### src/rtl/bram_responder.sv
// rtl/bram_responder.sv - BRAM request/response adapter with 2-entry response FIFO; optional write ack via macro BRAM_RESPONDER_WRITE_ACK_EN
module bram_responder #(
    parameter int P_DATA_WIDTH    = 16,
    parameter int P_ADDRESS_WIDTH = 10
) (
    input  logic                       I_CLK,
    input  logic                       I_RESET,
    input  logic                       I_REQ_VALID,
    output logic                       O_REQ_READY,
    input  logic                       I_REQ_WRITE,
    input  logic [P_ADDRESS_WIDTH-1:0] I_REQ_ADDRESS,
    input  logic [P_DATA_WIDTH-1:0]    I_REQ_DATA,
    output logic                       O_RESP_VALID,
    input  logic                       I_RESP_READY,
    output logic [P_DATA_WIDTH-1:0]    O_RESP_DATA,
    output logic                       O_RESP_WRITE,
    output logic [P_ADDRESS_WIDTH-1:0] O_BRAM_ADDRESS,
    output logic [P_DATA_WIDTH-1:0]    O_BRAM_DATA,
    output logic                       O_BRAM_WRITE_ENABLE,
    input  logic [P_DATA_WIDTH-1:0]    I_BRAM_DATA
);

    logic                    fire;
    logic                    pop;
    logic                    push;
    logic                    resp_fire;
    logic [1:0]              occupancy;
    logic [1:0]              count_q, count_d;
    logic                    inflight_q, inflight_d;
    logic                    wr_ptr_q, wr_ptr_d;
    logic                    rd_ptr_q, rd_ptr_d;
    logic [P_DATA_WIDTH-1:0] fifo_data_q [0:1];
    logic [P_DATA_WIDTH-1:0] push_data;

    // Occupancy counts the read in flight so a slot is always reserved for it
    assign occupancy    = count_q + {1'b0, inflight_q};
    assign O_RESP_VALID = ~I_RESET & (count_q != 2'd0);
    assign pop          = O_RESP_VALID & I_RESP_READY;
    assign O_REQ_READY  = ~I_RESET & ((occupancy < 2'd2) | pop);
    assign fire         = I_REQ_VALID & O_REQ_READY;
    assign push         = inflight_q;

    assign O_BRAM_ADDRESS      = I_REQ_ADDRESS;
    assign O_BRAM_DATA         = I_REQ_DATA;
    assign O_BRAM_WRITE_ENABLE = fire & I_REQ_WRITE & ~I_RESET;
    assign O_RESP_DATA         = fifo_data_q[rd_ptr_q];

`ifdef BRAM_RESPONDER_WRITE_ACK_EN
    logic                    inflight_tag_q;
    logic [P_DATA_WIDTH-1:0] inflight_wdata_q;
    logic                    fifo_tag_q [0:1];

    assign resp_fire    = fire;
    assign push_data    = inflight_tag_q ? inflight_wdata_q : I_BRAM_DATA;
    assign O_RESP_WRITE = fifo_tag_q[rd_ptr_q];

    // Capture the write data and tag of the accepted request, and store tags alongside FIFO data
    always_ff @(posedge I_CLK) begin
        if (I_RESET) begin
            inflight_tag_q   <= 1'b0;
            inflight_wdata_q <= '0;
            for (int i = 0; i < 2; i++) begin
                fifo_tag_q[i] <= 1'b0;
            end
        end else begin
            if (fire) begin
                inflight_tag_q   <= I_REQ_WRITE;
                inflight_wdata_q <= I_REQ_DATA;
            end
            if (push) begin
                fifo_tag_q[wr_ptr_q] <= inflight_tag_q;
            end
        end
    end
`else
    assign resp_fire    = fire & ~I_REQ_WRITE;
    assign push_data    = I_BRAM_DATA;
    assign O_RESP_WRITE = 1'b0;
`endif

    // Next-state: in-flight lasts one cycle, count tracks push minus pop, 1-bit pointers wrap
    always_comb begin
        inflight_d = resp_fire;
        count_d    = count_q + {1'b0, push} - {1'b0, pop};
        wr_ptr_d   = wr_ptr_q ^ push;
        rd_ptr_d   = rd_ptr_q ^ pop;
    end

    // State and FIFO storage; reset drops everything in flight or buffered
    always_ff @(posedge I_CLK) begin
        if (I_RESET) begin
            inflight_q <= 1'b0;
            count_q    <= 2'd0;
            wr_ptr_q   <= 1'b0;
            rd_ptr_q   <= 1'b0;
            for (int i = 0; i < 2; i++) begin
                fifo_data_q[i] <= '0;
            end
        end else begin
            inflight_q <= inflight_d;
            count_q    <= count_d;
            wr_ptr_q   <= wr_ptr_d;
            rd_ptr_q   <= rd_ptr_d;
            if (push) begin
                fifo_data_q[wr_ptr_q] <= push_data;
            end
        end
    end

endmodule

### config.mk
export PLATFORM = sky130hd
export DESIGN_NAME = bram_responder
export DESIGN_NICKNAME = d
export VERILOG_FILES = /design/src/rtl/bram_responder.sv
export SDC_FILE = /design/constraint.sdc
export NUM_CORES = 1
export LEC_CHECK = 0
export ABC_CLOCK_PERIOD_IN_PS = 2150
export CAP_MARGIN = 20
export CORE_MARGIN = 2
export CORE_UTILIZATION = 40
export DETAILED_ROUTE_END_ITERATION = 10
export GPL_TIMING_DRIVEN = 0
export HOLD_SLACK_MARGIN = 0.08
export PLACE_DENSITY = 0.8
export SETUP_SLACK_MARGIN = 0.02
export SLEW_MARGIN = 40
export SYNTH_ARGS = -nofsm -noshare
export SYNTH_HDL_FRONTEND = slang
export SYNTH_SLANG_ARGS = --single-unit
export TNS_END_PERCENT = 30
### constraint.sdc
create_clock -name I_CLK -period 2.15 [get_ports I_CLK]
set_clock_uncertainty 0.2 [all_clocks]
set_input_delay 0.215 -clock I_CLK [delete_from_list [all_inputs] [get_ports I_CLK]]
set_output_delay 0.215 -clock I_CLK [all_outputs]
set_load 0.1 [all_outputs]
### Word level (Yosys, flattened, before mapping)

Memories as Yosys holds them, arrays and structs flattened. A register that Yosys moved wholly into a read port is not among the register bits.
Cells that the tools add are included.

* memories: 1
* bits in registers: 5
* ROM bits: 0
* bits in writable memories: 32
* input port bits: 47
* bits in latches: 0
* output and inout port bits: 46
* logic and storage cells: 31

* order comparisons: 1
* reductions and logical operators: 2
* multiply operators: 0
* bitwise logic cells: 12
* muxes and demuxes: 9
* div/mod/pow operators: 0
* add/subtract/negate cells: 2
* shifts and indexed selects: 0
* equal/unequal tests: 0

Memories
* fifo_data_q: depth 2, bits a word 16, rd ports 1, clocked after Yosys merged registers in 1, write ports 2, RTL line 32 `logic [P_DATA_WIDTH-1:0] fifo_data_q [0:1];`

Operators by type and width (number)
* 2-to-1 mux 16 bit: 1
* OR reduction 16 bit: 1
* 2-to-1 mux 1 bit: 8
* bitwise AND 1 bit: 7
* adder 2 x 1 -> 2 bit: 1
* less-than comparator 2 bit, second input constant: 1
* inverter 1 bit: 2
* nonzero test 2 bit: 1
* subtractor 2 x 1 -> 2 bit: 1
* XOR 1 bit: 2
* bitwise OR 1 bit: 1

### Logic depth before layout (Yosys ltp)

Gate-level depths: netlist of run 1.

* depth after elaboration: 8
* gate-level depth with buffers: 7
* mapped depth without buffers: 7

### Worst setup path before layout of run 1

No wires, ideal clock.

* path kind: flip-flop to output port
* start: reg inflight_q
* end: out O_BRAM_WRITE_ENABLE
* setup slack: -1224 ps
* data arrival time: 2959 ps
* path buffers: 0
* cell stages (with the launch flop): 5
* path through: dfxtp_1 ha_1 nor3b_1 a211oi_2 and3_1

* longest elaborated chain between the ends: 7

Ends and longest elaborated chain
* start, declared: RTL line 29 `logic inflight_q, inflight_d;`
* start signal, assigned: RTL line 100 `inflight_q <= inflight_d;`
* adder 2 x 1 -> 2 bit: RTL line 36 `assign occupancy = count_q + {1'b0, inflight_q};`
* less-than comparator 2 bit: RTL line 39 `assign O_REQ_READY = ~I_RESET & ((occupancy < 2'd2) | pop);`
* bitwise OR 1 bit: RTL line 39
* bitwise AND 1 bit: RTL line 39
* named net O_REQ_READY: RTL line 9 `output logic O_REQ_READY,`
* bitwise AND 1 bit: RTL line 40 `assign fire = I_REQ_VALID & O_REQ_READY;`
* bitwise AND 1 bit (2 in a row): RTL line 45 `assign O_BRAM_WRITE_ENABLE = fire & I_REQ_WRITE & ~I_RESET;`
* end, declared: RTL line 19 `output logic O_BRAM_WRITE_ENABLE,`

The timed path passes the listed nets, and every way through them passes these cells.

### Final worst setup path of run 1

* start: in I_RESP_READY
* end: out O_BRAM_WRITE_ENABLE

* longest elaborated chain between the ends: 6

Ends and longest elaborated chain
* start, declared: RTL line 14 `input logic I_RESP_READY,`
* bitwise AND 1 bit: RTL line 38 `assign pop = O_RESP_VALID & I_RESP_READY;`
* bitwise OR 1 bit: RTL line 39
* bitwise AND 1 bit: RTL line 39
* bitwise AND 1 bit: RTL line 40
* bitwise AND 1 bit (2 in a row): RTL line 45

Every way passes these cells.

==> results of run 1 <==
synthesized netlist by cell type:
cell,n,area [sq um]
nor2_4,2,22.5
a211oi_2,1,12.5
nor2b_4,1,13.8
nor3b_1,1,7.51
nor2_1,2,7.51
and2_2,1,7.51
nand2b_1,3,18.8
and2_1,33,206
nand2b_4,1,13.8
dfxtp_1,5,100
inv_1,2,7.51
a21oi_1,2,10.0
buf_2,1,5.00
edfxtp_1,32,961
a31o_2,1,8.76
and3b_1,1,8.76
buf_4,30,225
xor2_1,1,8.76
ha_1,2,25.0
mux2_2,16,180
nor3_1,1,5.00
clkbuf_2,1,5.00
or2_1,1,6.26
conb_1,1,3.75
nand2_1,1,3.75
a211oi_1,1,7.51
and3_1,1,6.26
logic make-up (layout without fill, tap and decap cells):
group / count (synthesis) / after routing / share of synthesized area (%)
AO/OA/AOI/OAI: 5 / 5 / 2.05
multiplexers: 16 / 16 / 9.54
adder cells (fa/ha/maj): 2 / 2 / 1.33
other: 1 / 1 / 0.199
XOR/XNOR: 1 / 1 / 0.464
AND/OR/NAND/NOR: 49 / 49 / 17.4
flip-flops: 37 / 37 / 56.2
buffers and inverters: 34 / 107 / 12.9
metal layers:
layer	GRT usage (%)	vias up	routed length (microns)
li1	-	609	-
met1	17.8	584	1430
met2	23.2	72	1800
met3	3.73	2	342
met4	4.73	0	12
met5	0	-	0
flip-flops by register name, summed over array words and instances, names as in the netlist:
name,flops
count_q,2
fifo_data_q,32
inflight_q,1
rd_ptr_q,1
wr_ptr_q,1
per-stage QoR:
step                cell area (sq um)  instances  power (mW)  hold slack (ns)  setup slack [ns]
finish                           2510        270        2.00            0.196            0.0640
global route                     2510        270        2.06            0.211           0.00400
detailed placement               2400        261        1.56            0.297            -0.107
floorplan                        1920        145        1.45            0.167            -0.265
global placement                 2620        261        1.61            0.275            -0.782
CTS                              2490        270        2.01            0.192            0.0206
path summary, 6_finish.rpt:
path,depth (start not counted),startpoint,slack [ns],to
max,5,I_RESP_READY,0.06,O_BRAM_WRITE_ENABLE
min,3,I_RESET,0.20,inflight_q$_SDFF_PP0_
max reg2reg,7,count_q[1]$_SDFF_PP0_,0.35,count_q[1]$_SDFF_PP0_
min reg2reg,2,wr_ptr_q$_SDFF_PP0_,0.31,wr_ptr_q$_SDFF_PP0_
what timing repair did:
item	4_1_cts	5_1_grt
endpoints found under the hold margin	3	0
hold buffers	1	0
gates resized for setup	1	4
setup endpoints to repair	1	12
worst reg2reg max path, cell delays in order, from the launching register on:
cell and delay, ns:
dfxtp_1 0.34, or2_1 0.25, nor2b_4 0.14, and2_2 0.18, ha_1 0.18, xor2_1 0.15, and2_1 0.15, nor3_1 0.13
cell usage in the layout, fill, tap and decap left out:
cell type | netlist | layout
inv_1 | 2 | 2
and2_2 | 1 | 1
a21oi_1 | 2 | 2
or2_1 | 1 | 1
ha_1 | 2 | 1
a211oi_4 | 0 | 1
dlygate4sd3_1 | 0 | 1
dfxtp_2 | 0 | 1
clkdlybuf4s50_1 | 0 | 19
nand2b_2 | 0 | 2
nand2b_1 | 3 | 1
clkbuf_1 | 0 | 3
buf_2 | 1 | 43
and3b_1 | 1 | 1
ha_4 | 0 | 1
clkbuf_2 | 1 | 1
mux2_2 | 16 | 16
clkbuf_8 | 0 | 5
and2_1 | 33 | 33
edfxtp_1 | 32 | 32
a211oi_1 | 1 | 1
buf_6 | 0 | 2
nor2b_4 | 1 | 1
nor2_4 | 2 | 2
nand2_1 | 1 | 1
buf_4 | 30 | 29
xor2_1 | 1 | 1
nor3_1 | 1 | 1
dfxtp_4 | 0 | 1
clkbuf_4 | 0 | 2
dfxtp_1 | 5 | 3
and3_4 | 0 | 1
a31o_2 | 1 | 1
nor3b_1 | 1 | 1
nand2b_4 | 1 | 1
conb_1 | 1 | 1
nor2_1 | 2 | 2
where the power goes:
part	total [mW]	internal [mW]	switching [mW]
registers	0.830	0.816	0.0134
clock network	0.457	0.230	0.227
logic	0.715	0.167	0.548
area by class of cell:
class | count | area, sq um | area share (%)
sequential | 37 | 1070 | 42.5
multi-input combinational | 74 | 614 | 24.5
timing repair buffer | 65 | 437 | 17.4
buffer | 32 | 239 | 9.53
clock buffer | 8 | 80.1 | 3.19
tap | 52 | 65.1 | 2.59
inverter | 2 | 7.51 | 0.299
==> results by group, run 1 <==
Outcome
  – Outcome: completed

Timing
  – Final hold violation count: 0
  – FMAX: 479 MHz
  – Pins Over Slew Limit: 0
  – RSZ-0062 raised after global routing: true
  – Setup TNS: 0 ns
  – Final min period: 2.09 ns
  – Final worst path period share: 97.0%
  – Setup violations, final: 0

Clock tree
  – Clk pin slew, worst setup/hold paths: 0.07 ns
  – TritonCTS clock tree: done
  – Clk_lat worst skew: 0.28 ns
  – Postcts setup bufs: 0
  – Clk buf depth: 2
  – CTS Buf Count: 5
  – H-tree depth: 2
  – Clock Sinks: 37
  – CTS Root Cell: clkbuf_8

Floorplanning
  – DIE AREA: 5290 sq um
  – Initial Utilization: 42.5%
  – CORE AREA: 4440 sq um
  – Die Ht: 72.7 microns
  – DIE WIDTH: 72.7 microns
  – # IOs: 93
  – Site row count: 24

GRT
  – Initial antenna violation count: 0
  – Overflow after GRT: 0
  – Pin count of the biggest net entering global routing: 17
  – Vias in the first global route: 1216
  – First-pass GRT wire length: 5590 microns
  – Gr usage total: 14.0%

Yosys
  – Synthesized area: 1890 sq um
  – Netlist cell types: 27
  – Flop and latch count out of synthesis: 37
  – Sequential fraction of the synthesis area: 56.2%
  – Mapped Cells: 145
  – Average cell area after synthesis: 13.0 sq um
  – Number of synthesis warnings: 0
  – Mapped Nets: 194

Drt
  – Via-to-Cell Ratio: 4.69
  – Routed Antenna Nets: 0
  – Routed length per placed instance: 13.3 microns
  – Drt drc: 0
  – Number of detailed-route iterations in the first pass: 4
  – Via count: 1267
  – Starting DRT DRC Count: 54
  – Routed WL: 3590 microns

Worst setup path
  – Worst path cell trace: clkdlybuf4s50_1, a21oi_1, a211oi_4, and3_4, buf_6
  – CP Capture Type: output pin
  – Critical path's largest stage delay: 0.57 ns
  – Crit path buffers/inverters: 2
  – WS Path Type: input port to output pin
  – CP Launch Type: input port
  – Worst path required time: 1.74 ns
  – Worst Path Arrival: 1.67 ns
  – Worst Path Max Fanout: 5
  – Critical path's slowest cell: clkdlybuf4s50_1
  – CP top delay family: buffers and inverters

Cells and area
  – Fill cells: 398
  – Antenna diodes: 0
  – Nets: 266
  – P&R area growth vs syn: 32.9%
  – Layout cells sized above 1: 50.9%
  – Core Util, Final: 56.4%

Pwr
  – Leakage: 1.09 nW
  – PwrDens: 798 nW/um^2
  – VDD IR max: 0.384 mV

Placement
  – Placer Congestion: 0.750
  – Dpl hpwl: 2650 microns
  – PortBufs: 64

Worst hold path
  – Hold WC Path Type: input port to flop

Flow run
  – Max Cap Viol: 0
No activity file was read; power rests on OpenSTA's default activity.
==> inputs of run 2 (changes only) <==
==> config.mk (replaced) <==
export PLATFORM = sky130hd
export DESIGN_NAME = bram_responder
export DESIGN_NICKNAME = d
export VERILOG_FILES = /design/src/rtl/bram_responder.sv
export SDC_FILE = /design/constraint.sdc
export NUM_CORES = 1
export LEC_CHECK = 0
export ABC_CLOCK_PERIOD_IN_PS = 1800
export CAP_MARGIN = 20
export CORE_MARGIN = 2
export CORE_UTILIZATION = 36
export DETAILED_ROUTE_END_ITERATION = 10
export GPL_TIMING_DRIVEN = 0
export HOLD_SLACK_MARGIN = 0.08
export PLACE_DENSITY = 0.76
export SETUP_SLACK_MARGIN = 0.02
export SLEW_MARGIN = 20
export SYNTH_ARGS = -nofsm -noshare
export SYNTH_HDL_FRONTEND = slang
export SYNTH_SLANG_ARGS = --single-unit
export TNS_END_PERCENT = 30
==> constraint.sdc (replaced) <==
create_clock -name I_CLK -period 1.8 [get_ports I_CLK]
set_clock_uncertainty 0.2 [all_clocks]
set_input_delay 0.18 -clock I_CLK [delete_from_list [all_inputs] [get_ports I_CLK]]
set_output_delay 0.18 -clock I_CLK [all_outputs]
set_load 0.1 [all_outputs]
==> results by group, run 2 (synthesis gave the netlist of run 1 again) <==
Clock tree
  – Clk buf depth: 2 (unchanged)
  – Clk_lat worst skew: 0.28 ns (about the same)
  – TritonCTS clock tree: done (unchanged)
  – CTS Root Cell: clkbuf_8 (unchanged)
  – CTS Buf Count: 5 (unchanged)
  – H-tree depth: 2 (unchanged)
  – Clk pin slew, worst setup/hold paths: 0.07 ns (about the same)
  – Clock Sinks: 37 (unchanged)

Cells and area
  – Most common cell after layout, fill and taps aside: clkdlybuf4s50_1 (was buf_2)
  – Top Registers: fifo_data_q x32, count_q x2 (unchanged)
  – Post-Layout Inst Area: 2950 sq um (was 2510 sq um)
  – Final std cells w/o fill: 292 (was 270)
  – Nets: 270 (was 266)
  – Layout cells sized above 1: 42.3% (was 50.9%)
  – Core Util, Final: 58.2% (was 56.4%)
  – Antenna diodes: 0 (unchanged)
  – Max FFs per register: 32 (unchanged)
  – Leading cell types in the layout, fill and taps excluded: 43 x clkdlybuf4s50_1, 34 x buf_4, 33 x and2_1 (was 43 x buf_2, 33 x and2_1, 32 x edfxtp_1)
  – Largest Register: fifo_data_q (unchanged)
  – P&R area growth vs syn: 56.5% (was 32.9%)

Placement
  – Dpl hpwl: 2570 microns (was 2650 microns)
  – PortBufs: 64 (unchanged)
  – Placer Congestion: 0.679 (was 0.750)
  – Placed Instances: 279 (was 261)
  – Placed Area: 2650 sq um (was 2400 sq um)

Pwr
  – Reg power frac: 36.9% (was 41.5%)
  – Leakage: 1.20 nW (was 1.09 nW)
  – Total power: 2.71 mW (was 2.00 mW)
  – Pint: 1.72 mW (was 1.21 mW)
  – Switch share: 36.4% (was 39.4%)
  – Comb pwr share: 37.3% (was 35.7%)
  – Switch Pwr: 0.988 mW (was 0.788 mW)
  – Clk network pwr share: 25.8% (was 22.8%)
  – VDD IR max: 0.479 mV (was 0.384 mV)
  – PwrDens: 918 nW/um^2 (was 798 nW/um^2)

GRT
  – First-pass GRT wire length: 6190 microns (was 5590 microns)
  – Vias in the first global route: 1346 (was 1216)
  – Pin count of the biggest net entering global routing: 17 (unchanged)
  – Overflow after GRT: 0 (unchanged)
  – Initial antenna violation count: 0 (unchanged)
  – Gr usage total: 13.5% (was 14.0%)

Floorplanning
  – DIE AREA: 5840 sq um (was 5290 sq um)
  – # IOs: 93 (unchanged)
  – Initial Utilization: 37.2% (was 42.5%)
  – CORE AREA: 5070 sq um (was 4440 sq um)
  – DIE WIDTH: 76.4 microns (was 72.7 microns)
  – Site row count: 26 (was 24)
  – Die Ht: 76.4 microns (was 72.7 microns)

Worst setup path
  – WS Path Type: flop to output pin (was input port to output pin)
  – CP Launch Type: flop (was input port)
  – CP top delay family: flip-flops (was buffers and inverters)
  – Critical path's largest stage delay: 0.39 ns (was 0.57 ns)
  – R2r setup slk: 0.04 ns (was 0.35 ns)
  – Worst Path Max Fanout: 4 (was 5)
  – Worst path cell trace: ha_4, nor3b_2, a211oi_4, and3_4, buf_12 (was clkdlybuf4s50_1, a21oi_1, a211oi_4, and3_4, buf_6)
  – Crit path buffers/inverters: 1 (was 2)
  – Worst Path Arrival: 1.49 ns (was 1.67 ns)
  – Critical path's slowest cell: dfxtp_4 (was clkdlybuf4s50_1)
  – Worst path required time: 1.42 ns (was 1.74 ns)
  – CP Capture Type: output pin (unchanged)

Drt
  – Via count: 1258 (was 1267)
  – Number of detailed-route iterations in the first pass: 4 (unchanged)
  – Routed length per placed instance: 12.7 microns (was 13.3 microns)
  – Via-to-Cell Ratio: 4.31 (was 4.69)
  – Starting DRT DRC Count: 66 (was 54)
  – Routed Antenna Nets: 0 (unchanged)
  – Routed WL: 3710 microns (was 3590 microns)
  – Drt drc: 0 (unchanged)

Timing
  – Final hold violation count: 0 (unchanged)
  – Setup violations, final: 2 (was 0)
  – Pins Over Slew Limit: 0 (unchanged)
  – Setup TNS: -0.0697 ns (was 0 ns)
  – Final WS setup: -0.0685 ns (was 0.0640 ns)
  – Final min period: 1.87 ns
  – Worst slew pin tran: 0.972 ns
  – FMAX: 535 MHz
  – Worst rel slew slack: 35.0%
  – Final worst path period share: 104%
  – RSZ-0062 raised after global routing: true (unchanged)

Outcome
  – Outcome: complete, but fails checks (was completed)
  – Failing checks: setup timing

Flow run
  – Max Cap Viol: 0 (unchanged)

Worst hold path
  – Hold WC Path Type: input port to flop (unchanged)
run 2: cell count changes in the layout (fill, tap and decap cells not counted), moves of 2 or more:
| cell | delta |
|---|---|
| clkdlybuf4s50_1 | +24 |
| buf_12 | +8 |
| buf_8 | +2 |
| buf_4 | +5 |
| mux2_4 | +6 |
| buf_2 | -43 |
| nand2b_1 | +2 |
| nand2b_2 | -2 |
| buf_6 | +7 |
| mux2_2 | -6 |
| dfxtp_1 | -2 |
| clkbuf_1 | -3 |
run 2: power by group through the flow:
stage | clock network [mW] | logic, mW | registers (mW)
detailed placement | 0 | 0.918 | 1.01
global placement | 0 | 0.913 | 1.01
floorplan | 0 | 0.723 | 1.01
finish | 0.700 | 1.01 | 0.999
CTS | 0.712 | 1.02 | 0.993
global route | 0.750 | 1.05 | 1.01
run 2: final cells by class:
class	instances	area, sq um
plain buffers	31	238
clock buffers	5	68.8
clock inverters	3	41.3
fillers	443	2120
inverters	2	7.51
multi-input cells	74	642
flip-flops and latches	37	1070
well taps	70	87.6
repair buffers	70	798
run 2: worst paths after layout:
kind                               from                     to  cells past startpoint
setup / recovery  inflight_q$_SDFF_PP0_    O_BRAM_WRITE_ENABLE                      5
hold / removal                  I_RESET  inflight_q$_SDFF_PP0_                      3
setup reg to reg  count_q[1]$_SDFF_PP0_  count_q[1]$_SDFF_PP0_                      7
hold reg to reg     wr_ptr_q$_SDFF_PP0_    wr_ptr_q$_SDFF_PP0_                      2
run 2: through the flow:
| stage | setup WS, ns | hold WS, ns |
|---|---|---|
| 6_report | -0.0685 | 0.160 |
| 3_3_place_gp | -1.04 | 0.269 |
| 3_5_place_dp | -1.04 | 0.275 |
| 5_1_grt | -0.134 | 0.167 |
| 2_1_floorplan | -0.580 | 0.132 |
| 4_1_cts | -0.0815 | 0.145 |
run 2: worst min-delay path: stages:
cell and delay [ns]:
buf_4 0.18, a211oi_4 0.07, and3b_1 0.18
run 2: timing repair:
| item | in CTS | in global routing |
|---|---|---|
| gates resized for setup | 156 | 11 |
| setup endpoints to repair | 20 | 20 |
| pin swaps | 1 | 0 |
| hold buffers | 1 | 0 |
| hold endpoints to repair | 3 | 0 |
| cloned | 1 | 0 |
| buffers inserted | 4 | 0 |
run 2: routing by layer:
metal,vias to the layer above,part of all wire (%),routed length (microns),global-route usage (%)
met5,-,0,0,0
met4,0,0.32,12,3.27
met3,2,6.0,222,4.62
met2,40,55,2030,24.3
met1,596,39,1440,15.3
li1,620,-,-,-
